===== src/rtl/apb_arb_mux_pkg.sv =====
// apb_arb_mux_pkg: shared types and constants for the arbitrating APB mux
package apb_arb_mux_pkg;
    localparam int APB_PROT_WIDTH = 3;
    typedef enum logic [1:0] {IDLE, SETUP, ACCESS} state_t;
    typedef enum logic {ARB_RR = 1'b0, ARB_FIXED = 1'b1} arb_mode_e;
endpackage


===== src/rtl/apb_arbiter.sv =====
// apb_arbiter: round-robin or fixed-priority request arbiter with one-hot and index grant
module apb_arbiter
    import apb_arb_mux_pkg::*;
#(
    parameter int N = 4,
    parameter int ARB_MODE = 0,
    localparam int IW = (N > 1) ? $clog2(N) : 1
) (
    input  logic          PCLK,
    input  logic          PRESET,
    input  logic [N-1:0]  req,
    input  logic          advance,
    output logic [N-1:0]  gnt,
    output logic [IW-1:0] gnt_idx
);
    logic [IW-1:0] ptr;
    logic [IW-1:0] base;
    logic [IW-1:0] off;
    logic [N-1:0]  rot;
    logic [IW:0]   sum;
    // rotate requests so the search always starts at bit 0, then map the offset back
    always_comb begin
        base = (ARB_MODE == int'(ARB_FIXED)) ? '0 : ptr;
        rot = N'({req, req} >> base);
        off = '0;
        for (int k = N - 1; k >= 0; k--)
            if (rot[k]) off = IW'(k);
        sum = {1'b0, base} + {1'b0, off};
        gnt_idx = (sum >= (IW + 1)'(N)) ? IW'(sum - (IW + 1)'(N)) : sum[IW-1:0];
        gnt = (req != '0) ? (N'(1) << gnt_idx) : '0;
    end
    always_ff @(posedge PCLK)
        if (PRESET || ARB_MODE == int'(ARB_FIXED) || N == 1)
            ptr <= '0;
        else if (advance && req != '0)
            ptr <= (gnt_idx == IW'(N - 1)) ? '0 : gnt_idx + IW'(1);
endmodule


===== src/rtl/apb_arb_mux.sv =====
// apb_arb_mux: N-master to 1-slave APB4 mux with arbitration, request capture and wait-state timeout
module apb_arb_mux
    import apb_arb_mux_pkg::*;
#(
    parameter int NUM_APB_MASTERS = 4,
    parameter int APB_ADDR_WIDTH = 32,
    parameter int APB_DATA_WIDTH = 32,
    parameter int ARB_MODE = 0,
    parameter int TIMEOUT_CYCLES = 256,
    localparam int N = NUM_APB_MASTERS,
    localparam int AW = APB_ADDR_WIDTH,
    localparam int DW = APB_DATA_WIDTH,
    localparam int SW = APB_DATA_WIDTH / 8,
    localparam int PW = APB_PROT_WIDTH,
    localparam int IW = (N > 1) ? $clog2(N) : 1,
    localparam int CW = (TIMEOUT_CYCLES > 0) ? $clog2(TIMEOUT_CYCLES + 1) : 1
) (
    input  logic          PCLK,
    input  logic          PRESET,
    input  logic [N-1:0]  PSEL_s,
    input  logic [AW-1:0] PADDR_s [N],
    input  logic [N-1:0]  PWRITE_s,
    input  logic [DW-1:0] PWDATA_s [N],
    input  logic [N-1:0]  PENABLE_s,
    input  logic [SW-1:0] PSTRB_s [N],
    input  logic [PW-1:0] PPROT_s [N],
    output logic [DW-1:0] PRDATA_s [N],
    output logic [N-1:0]  PREADY_s,
    output logic [N-1:0]  PSLVERR_s,
    output logic          PSEL_m,
    output logic          PENABLE_m,
    output logic          PWRITE_m,
    output logic [AW-1:0] PADDR_m,
    output logic [DW-1:0] PWDATA_m,
    output logic [SW-1:0] PSTRB_m,
    output logic [PW-1:0] PPROT_m,
    input  logic [DW-1:0] PRDATA_m,
    input  logic          PREADY_m,
    input  logic          PSLVERR_m,
    output logic [IW-1:0] gnt_idx_o,
    output logic          busy_o,
    output logic          timeout_o
);
    state_t        state, state_n;
    logic [N-1:0]  arb_gnt;
    logic [IW-1:0] arb_idx;
    logic [IW-1:0] own;
    logic          cap_write;
    logic [AW-1:0] cap_addr;
    logic [DW-1:0] cap_wdata;
    logic [SW-1:0] cap_strb;
    logic [PW-1:0] cap_prot;
    logic [CW-1:0] cnt;
    logic          tmo, done, act;
    // requests come from PSEL alone, so PENABLE_s carries no information here
    logic          unused_ok;
    assign unused_ok = ^PENABLE_s;

    apb_arbiter #(.N(N), .ARB_MODE(ARB_MODE)) u_arb (
        .PCLK    (PCLK),
        .PRESET  (PRESET),
        .req     (PSEL_s),
        .advance (state == IDLE),
        .gnt     (arb_gnt),
        .gnt_idx (arb_idx)
    );

    always_comb begin
        tmo = state == ACCESS && !PREADY_m && TIMEOUT_CYCLES != 0 && cnt == CW'(TIMEOUT_CYCLES - 1);
        done = state == ACCESS && (PREADY_m || tmo);
        state_n = (state == IDLE) ? ((|arb_gnt) ? SETUP : IDLE) :
                  (state == SETUP) ? ACCESS : (done ? IDLE : ACCESS);
    end

    always_ff @(posedge PCLK) begin
        if (PRESET) begin
            state     <= IDLE;
            own       <= '0;
            cap_write <= 1'b0;
            cap_addr  <= '0;
            cap_wdata <= '0;
            cap_strb  <= '0;
            cap_prot  <= '0;
            cnt       <= '0;
        end else begin
            state <= state_n;
            if (state == IDLE && |arb_gnt) begin
                own       <= arb_idx;
                cap_write <= PWRITE_s[arb_idx];
                cap_addr  <= PADDR_s[arb_idx];
                cap_wdata <= PWDATA_s[arb_idx];
                cap_strb  <= PSTRB_s[arb_idx];
                cap_prot  <= PPROT_s[arb_idx];
            end
            cnt <= (state == SETUP) ? '0 :
                   (state == ACCESS && !PREADY_m && cnt != '1) ? cnt + CW'(1) : cnt;
        end
    end

    always_comb begin
        act = state != IDLE;
        PSEL_m = act;
        PENABLE_m = state == ACCESS;
        PWRITE_m = act ? cap_write : 1'b0;
        PADDR_m = act ? cap_addr : '0;
        PWDATA_m = act ? cap_wdata : '0;
        PSTRB_m = act ? cap_strb : '0;
        PPROT_m = act ? cap_prot : '0;
        for (int i = 0; i < N; i++) begin
            PREADY_s[i] = done && own == IW'(i);
            PSLVERR_s[i] = PREADY_s[i] && (tmo || PSLVERR_m);
            PRDATA_s[i] = (PREADY_s[i] && !tmo) ? PRDATA_m : '0;
        end
        busy_o = act;
        timeout_o = tmo;
        gnt_idx_o = own;
    end
endmodule

===== config.mk =====
export PLATFORM = sky130hd
export DESIGN_NAME = apb_arb_mux
export DESIGN_NICKNAME = d
export VERILOG_FILES = /design/src/rtl/apb_arb_mux_pkg.sv /design/src/rtl/apb_arbiter.sv /design/src/rtl/apb_arb_mux.sv
export SDC_FILE = /design/constraint.sdc
export NUM_CORES = 1
export LEC_CHECK = 0
export CAP_MARGIN = 20
export CORE_AREA = 4 4 210 212
export CTS_CLUSTER_SIZE = 24
export DETAILED_ROUTE_END_ITERATION = 12
export DIE_AREA = 0 0 214 216
export PLACE_DENSITY = 0.47
export SYNTH_ARGS = -nofsm -noshare
export SYNTH_HDL_FRONTEND = slang
export SYNTH_SLANG_ARGS = --single-unit

===== constraint.sdc =====
create_clock -name PCLK -period 6.6 [get_ports PCLK]
set_clock_uncertainty 0.1 [all_clocks]
set_input_delay 1.65 -clock PCLK [delete_from_list [all_inputs] [get_ports PCLK]]
set_output_delay 1.65 -clock PCLK [all_outputs]
set_load 0.02 [all_outputs]

==> results of run 1 <==
## synthesized netlist by cell type, types with 2 or more instances
cell / number
buf_4: 8
mux2i_1: 144
nand2b_1: 2
nor2_1: 31
o211ai_1: 3
buf_1: 7
o221ai_2: 69
mux2_2: 2
nor3_1: 78
xor2_1: 4
nand3_1: 2
o221ai_1: 2
clkbuf_1: 59
xnor2_1: 3
inv_1: 5
a21oi_1: 78
nand2_1: 11
dfxtp_1: 87
a211oi_1: 3
nor4_2: 2
or3_1: 2
nor2b_1: 2
o2111ai_1: 3
ha_1: 5
nand3b_1: 2
o21ai_0: 4
nand4_1: 4
buf_6: 7
and2_1: 200
## routing by layer
metal / up-vias / global-route usage, % / share of wire (%)
met3: 22 / 5.02 / 7.7
met1: 3722 / 15.8 / 38
li1: 4071 / - / -
met5: - / 0 / 0.036
met2: 352 / 29.0 / 53
met4: 2 / 2.66 / 1.1
## power by group through the flow
stage               logic, uW  registers (uW)  clock network (uW)
global placement         2780             767                   0
CTS                      2800             760                 598
detailed placement       2790             771                   0
global route             2950             778                 619
finish                   2730             760                 571
floorplan                1930             738                   0
## metrics by stage
stage / instances / cell area, um^2 / utilization (%) / setup slack, ns / power [uW]
after floorplan: 850 / 7380 / - / 2.19 / 2660
after global placement: 1862 / 13200 / 31.6 / 0.770 / 3550
after global routing: 1879 / 13600 / 32.3 / 0.630 / 4340
final: 1879 / 13600 / 32.3 / 0.858 / 4060
after CTS: 1878 / 13600 / 32.3 / 0.784 / 4150
after detailed placement: 1862 / 13200 / 31.6 / 0.779 / 3560
## placed cells by master (no fill, tap or decap), drive strengths merged, types with 6 or more instances in the layout
| master | n |
|---|---|
| buf | 14 |
| inv | 6 |
| mux2i | 144 |
| nand2 | 11 |
| and2 | 200 |
| nor3 | 79 |
| clkdlybuf4s50 | 541 |
| clkbuf | 12 |
| a21oi | 79 |
| nor2 | 33 |
| dfxtp | 87 |
| o221ai | 71 |
## how the worst max path moves through the flow
stage,start,end,slack [ns],cells past startpoint
2_1_floorplan,PSEL_s[0],cap_addr[0]$_SDFFE_PP0P_,2.19,11
3_3_place_gp,PREADY_m,PRDATA_s[80],0.77,6
3_5_place_dp,PREADY_m,PRDATA_s[89],0.78,6
4_1_cts,PREADY_m,PRDATA_s[89],0.78,6
5_1_grt,PREADY_m,PRDATA_s[90],0.63,6
6_report,PREADY_m,PRDATA_s[84],0.86,6
## kinds of logic after synthesis
logic type               after synthesis
flip-flops                            87
multiplexers                         146
XOR/XNOR                               8
adder cells (fa/ha/maj)                5
buffers and inverters                 88
AND/OR/NAND/NOR                      348
AO/OA/AOI/OAI                        168
## critical path: cells and delay by family
kind	cells	cell delay (ns)
and+or+nand+nor	3	0.80
buffers and inverters	3	1.52
## cell type report
cell class	instances	area [um^2]
Timing Repair Buffer	555	5530
Sequential cell	87	1740
Antenna cell	1	2.50
Clock inverter	4	52.6
Clock buffer	12	267
Tap cell	539	674
Fill cell	4472	28400
Multi-Input combinational cell	675	5260
Inverter	6	22.5
## sequential cells by signal, summed over array words and instances, names as in the netlist
| name | flops |
|---|---|
| cap_addr | 32 |
| cap_wdata | 32 |
| cnt | 9 |
| cap_strb | 4 |
| cap_prot | 3 |
| gnt_idx_o | 2 |
| state | 2 |
| u_arb.base | 2 |
| cap_write | 1 |
==> out/metrics.csv, run 1 <==
stage,metric,value,unit
synthesis,Synth Area in Compound Gates,21.6,%
synthesis,Post-Synth Adder-Cell Area,0.848,%
setup_path,R2R Setup Slk,2.75,ns
routing,WL final,36600,um
global_route,initial antenna violation count,3,
setup_path,"Max FO, Critical Path",20,
synthesis,mux cell area share after synthesis,19.8,%
synthesis,Post-Synth XOR/XNOR Area,1.14,%
job,max-cap viol count,0,
synthesis,Post-Syn Nets,1187,
timing,final hold viol count,0,
timing,final worst path period share,87.0,%
floorplanning,# IOs,546,
global_route,first-pass GRT wire length,53600,um
clock_tree,cts hold-fix bufs,0,
floorplanning,Rows,75,
synthesis,"Top FF cell, synth",dfxtp_1,
setup_path,slowest CP cell,clkdlybuf4s50_1,
synthesis,Synth area leaders,"dfxtp_1, mux2i_1, and2_1",
global_route,GRT Overall Usage,14.9,%
synthesis,#FFs+latches synth,87,
timing,FMAX,0.174,GHz
synthesis,sequential element share of the synthesized area,23.6,%
routing,via count,8169,
synthesis,synthesized area,7380,um^2
routing,DR DRC count,0,
placement,HPWL Detailed,28300,um
worst_hold_path,worst hold path class,register to register,
timing,clock period minus worst slack,5.74,ns
power_and_ir_drop,Switching Fraction,45.7,%
floorplanning,Die Y,216,um
synthesis,top cell type's share of synthesized area,23.6,%
floorplanning,total die area,46200,um^2
setup_path,CP Capture Type,output pin,
timing,Final setup viols,0,
setup_path,cells on worst reg2reg path,11,
finish,area grow syn2layout,83.7,%
timing,Pins Over Slew Limit,0,
clock_tree,CTS tree,built,
timing,worst slew pin tran,1.04,ns
finish,ratio of cells with drive above 1 in the final layout,8.89,%
routing,Detail Route Antenna Nets,0,
setup_path,crit path DAT,3.99,ns
power_and_ir_drop,Logic pwr share,67.2,%
routing,initial drt markers,222,
clock_tree,clk_lat worst skew,0.34,ns
routing,DR pass1 iterations,4,
setup_path,reg2reg end,cap_prot[2]$_SDFFE_PP0P_,
setup_path,Max stage delay on crit path,0.60,ns
setup_path,most frequent CP cell,clkdlybuf4s50_1,
clock_tree,Num CTS Buffers,9,
clock_tree,Root Buffer,clkbuf_16,
synthesis,Post-Synth Simple-Gate Area,27.3,%
floorplanning,die width,214,um
worst_hold_path,hold_sp,cap_addr[13]$_SDFFE_PP0P_,
routing,Via density,4.35,
synthesis,"Avg Cell Area, Syn",8.68,um^2
worst_hold_path,Hold Path Sink,cap_addr[13]$_SDFFE_PP0P_,
power_and_ir_drop,power share of the clock group,14.1,%
worst_hold_path,WHS Path Cells,2,
placement,Port Buf Inserts,541,
synthesis,Yosys top cell by area,dfxtp_1,
synthesis,Async SR Flop Fraction,0,%
power_and_ir_drop,NetSw,1850,uW
global_route,largest net degree at the start of global routing,79,
setup_path,required time of the critical path,4.85,ns
clock_tree,H-tree depth,3,
timing,setup TNS,0,ns
setup_path,crit path cell chain,clkdlybuf4s50_1 -> nand2_1 -> nor2_2 -> buf_4 -> and2_1 -> clkdlybuf4s50_1,
power_and_ir_drop,Internal,2200,uW
timing,max_slew headroom,30.5,%
synthesis,Mapped Cells,850,
setup_path,Startpoint Class,input pin,
floorplanning,Starting Density,17.6,%
synthesis,library cells used by synthesis,50,
floorplanning,Core ar.,41900,um^2
setup_path,Worst R2R Start,u_arb.base[0]$_SDFFE_PP0P_,
synthesis,Syn. warnings,0,
finish,number of nets in the layout,1671,
power_and_ir_drop,sequential share of power,18.7,%
clock_tree,Worst-path clk slew,0.07,ns
global_route,"Remaining Overflow, GRT",0,
outcome,run status,"finished, final reports clean",
synthesis,"EDFF count, synth",0,
power_and_ir_drop,maximum VDD drop,265,uV
setup_path,worst setup path category,input pin to output pin,
power_and_ir_drop,leakage,0.00492,uW
synthesis,largest family of logic cells by synthesized area,simple AND/OR/NAND/NOR gates,
timing,Fin Hold WS,0.371,ns
clock_tree,Post-CTS Repair Setup Buffers,0,
routing,DR WL/cell,19.5,um
global_route,vias in the first global route,8436,
placement,routability cong.,0.795,
clock_tree,Sink Count,87,
power_and_ir_drop,Cell Pwr Density,299,nW/um^2
timing,RSZ-0062 raised after global routing,false,
clock_tree,CTS max path bufs,2,
clock_tree,PostCTS Resize Cnt,0,
Power figures use the tool's default switching activity.
==> run 2, diff against run 1 <==
CORE_AREA = 4 4 211 213   (was 4 4 210 212)
DIE_AREA = 0 0 215 217   (was 0 0 214 216)
PLACE_DENSITY = 0.45   (was 0.47)
SYNTH_HIERARCHICAL = 1   (was not set)
==> run 2 against run 1 <==
Flip-flop and latch count unchanged. Critical path depth unchanged. Fmax up 2.4%. Critical path type unchanged. Largest cell class unchanged.
==> out/metrics.csv, run 2 <==
stage,metric,value,unit,change
outcome,run status,"finished, final reports clean",,
synthesis,top cell type's share of synthesized area,25.4,%,+1.8 points
clock_tree,Worst-path clk slew,0.06,ns,about the same
finish,number of nets in the layout,1599,,-4.3%
routing,Detail Route Antenna Nets,0,,unchanged
floorplanning,Starting Density,16.1,%,-1.5 points
clock_tree,Post-CTS Repair Setup Buffers,0,,unchanged
floorplanning,Core ar.,42700,um^2,+1.8%
clock_tree,clk_lat worst skew,0.35,ns,about the same
setup_path,required time of the critical path,4.85,ns,about the same
global_route,first-pass GRT wire length,50200,um,-6.4%
power_and_ir_drop,leakage,0.00449,uW,-8.8%
power_and_ir_drop,maximum VDD drop,613,uV,+130%
setup_path,slowest CP cell,clkdlybuf4s50_1,,
worst_hold_path,WHS Path Cells,2,,unchanged
routing,met3 wire len,2490,um,-12%
finish,fill count,4592,,+2.7%
finish,Antenna Diode Count,0,,-1
setup_path,crit path buf inv count,3,,unchanged
routing,DR pass1 iterations,4,,unchanged
setup_path,CP Depth,6,,unchanged
power_and_ir_drop,Cell Pwr Density,387,nW/um^2,+29%
placement,HPWL Detailed,27200,um,-4.0%
setup_path,cells on worst reg2reg path,12,,+1
setup_path,crit path cell chain,clkdlybuf4s50_1 -> nand3b_1 -> nor3_2 -> buf_4 -> and2_1 -> clkdlybuf4s50_1,,
timing,Fin Hold WS,0.369,ns,-0.00147 ns
setup_path,"Max FO, Critical Path",32,,+60%
setup_path,Worst R2R Start,u_arb/base[0]$_SDFFE_PP0P_,,
floorplanning,Rows,76,,+1.3%
routing,Via density,4.29,,-1.4%
placement,routability cong.,0.824,,+3.5%
floorplanning,# IOs,546,,unchanged
floorplanning,Die Y,217,um,+0.46%
finish,"commonest non-fill, non-tap cell in the layout",clkdlybuf4s50_1,,
timing,Final setup viols,0,,unchanged
synthesis,Synth area leaders,"dfxtp_1, mux4_2, and2_1",,
finish,ratio of cells with drive above 1 in the final layout,9.25,%,+0.36 points
placement,Port Buf Inserts,541,,unchanged
timing,RSZ-0062 raised after global routing,false,,
timing,clock period minus worst slack,5.61,ns,-0.136 ns
finish,area of the multi-input gates,4740,um^2,-9.9%
worst_hold_path,worst hold path class,register to register,,
setup_path,most frequent CP cell,clkdlybuf4s50_1,,
synthesis,synthesized area,6860,um^2,-7.1%
clock_tree,Num CTS Buffers,9,,unchanged
clock_tree,cts hold-fix bufs,0,,unchanged
timing,final hold viol count,0,,unchanged
clock_tree,CTS max path bufs,2,,unchanged
synthesis,"Avg Cell Area, Syn",8.76,um^2,+0.86%
synthesis,sequential element share of the synthesized area,25.4,%,+1.8 points
timing,setup TNS,0,ns,unchanged
timing,worst slew pin tran,0.990,ns,-0.0521 ns
finish,FF/Latch Area,1740,um^2,unchanged
finish,"commonest cells after routing, fill and taps aside","clkdlybuf4s50_1, and2_1, dfxtp_1",,
clock_tree,CTS tree,built,,
finish,area grow syn2layout,89.7,%,
setup_path,Startpoint Class,input pin,,
global_route,"Remaining Overflow, GRT",0,,unchanged
synthesis,Post-Syn Nets,1120,,-5.6%
global_route,initial antenna violation count,0,,-3
synthesis,Async SR Flop Fraction,0,%,unchanged
synthesis,library cells used by synthesis,43,,-14%
clock_tree,Sink Count,87,,unchanged
global_route,vias in the first global route,8085,,-4.2%
routing,DR DRC count,0,,unchanged
global_route,GRT Overall Usage,13.9,%,-1.1 points
timing,final worst path period share,84.9,%,-2.1 points
clock_tree,Root Buffer,clkbuf_16,,
worst_hold_path,hold_sp,cap_strb[3]$_SDFFE_PP0P_,,
floorplanning,die width,215,um,+0.47%
synthesis,"top cells by count, synth","and2_1, dfxtp_1, a21oi_1",,
timing,FMAX,0.178,GHz,+2.4%
synthesis,Syn. warnings,6,,+6
setup_path,crit path DAT,3.86,ns,-0.13 ns
routing,WL final,34500,um,-5.7%
setup_path,Worst setup startpoint,PREADY_m,,
setup_path,R2R Setup Slk,2.81,ns,+0.06 ns
routing,via count,7764,,-5.0%
synthesis,Yosys top cell by area,dfxtp_1,,
job,max-cap viol count,0,,unchanged
timing,max_slew headroom,34.0,%,+3.5 points
routing,DR WL/cell,19.1,um,-2.1%
power_and_ir_drop,Pwr Total,5040,uW,+24%
routing,initial drt markers,386,,+74%
clock_tree,PostCTS Resize Cnt,0,,unchanged
routing,Max Used Layer,met4,,
routing,DRT met1 WL,13200,um,-6.2%
routing,WL met2,18200,um,-5.9%
setup_path,CP top delay family,buffers and inverters,,
setup_path,worst setup path category,input pin to output pin,,
setup_path,Max stage delay on crit path,0.67,ns,+0.07 ns
synthesis,"Top FF cell, synth",dfxtp_1,,
global_route,largest net degree at the start of global routing,87,,+10%
finish,biggest regs,"cap_addr (32), cap_wdata (32), cnt (9)",,
synthesis,most frequent cell after synthesis,and2_1,,
floorplanning,total die area,46700,um^2,+0.93%
synthesis,Mapped Cells,783,,-7.9%
timing,Pins Over Slew Limit,0,,unchanged
clock_tree,H-tree depth,3,,unchanged
synthesis,"EDFF count, synth",0,,unchanged
synthesis,#FFs+latches synth,87,,unchanged
setup_path,CP Capture Type,output pin,,
## run 2: cell count changes in the layout (fill, tap and decap cells not counted), sizes merged, moves of 8 or more
cell	delta
nand3	+78
o21ai	+74
nor2	-8
nor3	-74
mux4	+72
o221ai	-71
mux2i	-141
## run 2: final timing paths
path                                      to
setup / recovery                PRDATA_s[97]
hold / removal      cap_strb[3]$_SDFFE_PP0P_
setup reg to reg  cap_wdata[29]$_SDFFE_PP0P_
hold reg to reg     cap_strb[3]$_SDFFE_PP0P_
## run 2: cells by family (layout without fill, tap and decap cells)
logic type | count (synthesis) | after routing | synth area share, %
AO/OA/AOI/OAI | 175 | 175 | 13.7
XOR/XNOR | 5 | 5 | 0.639
adder cells (fa/ha/maj) | 5 | 5 | 0.912
buffers and inverters | 92 | 574 | 6.04
flip-flops | 87 | 87 | 25.4
multiplexers | 76 | 76 | 24.2
AND/OR/NAND/NOR | 343 | 343 | 29.1
## run 2: stage by stage
stage          setup WS [ns]  util, %  cell area [um^2]  cells
3_3_place_gp           0.950     29.8             12700   1797
5_1_grt                0.841     30.5             13000   1811
4_1_cts                0.929     30.5             13000   1811
3_5_place_dp           0.935     29.8             12700   1797
6_report               0.994     30.5             13000   1811
2_1_floorplan           2.19        -              6860    783
## run 2: routing by layer
layer,global-route usage (%),vias up
met5,0,-
met4,3.67,0
met3,3.53,25
met2,26.5,347
met1,15.3,3620
li1,-,3772
## run 2: where the power goes
part / switching, uW / internal [uW]
clock: 223 / 300
sequential: 74.1 / 680
combinational: 2060 / 1700
## run 2: final cells by class
cell class	instances	share of cell area, %
clock buffers	11	1.87
clock inverters	3	0.346
inverters	6	0.173
multi-input cells	604	36.4
flip-flops and latches	87	13.4
well taps	546	5.25
repair buffers	554	42.5
## run 2: worst register-to-register path, cell delays in order (launching register included)
cell      delay [ns]
dfxtp_1         0.64
nor2_1          0.10
a221oi_1        0.31
o21ai_1         0.14
ha_4            0.18
xnor2_1         0.40
xnor2_1         0.14
ha_1            0.21
nor2b_1         0.14
or4_2           0.69
buf_4           0.28
nand3_1         0.25
a21oi_1         0.07
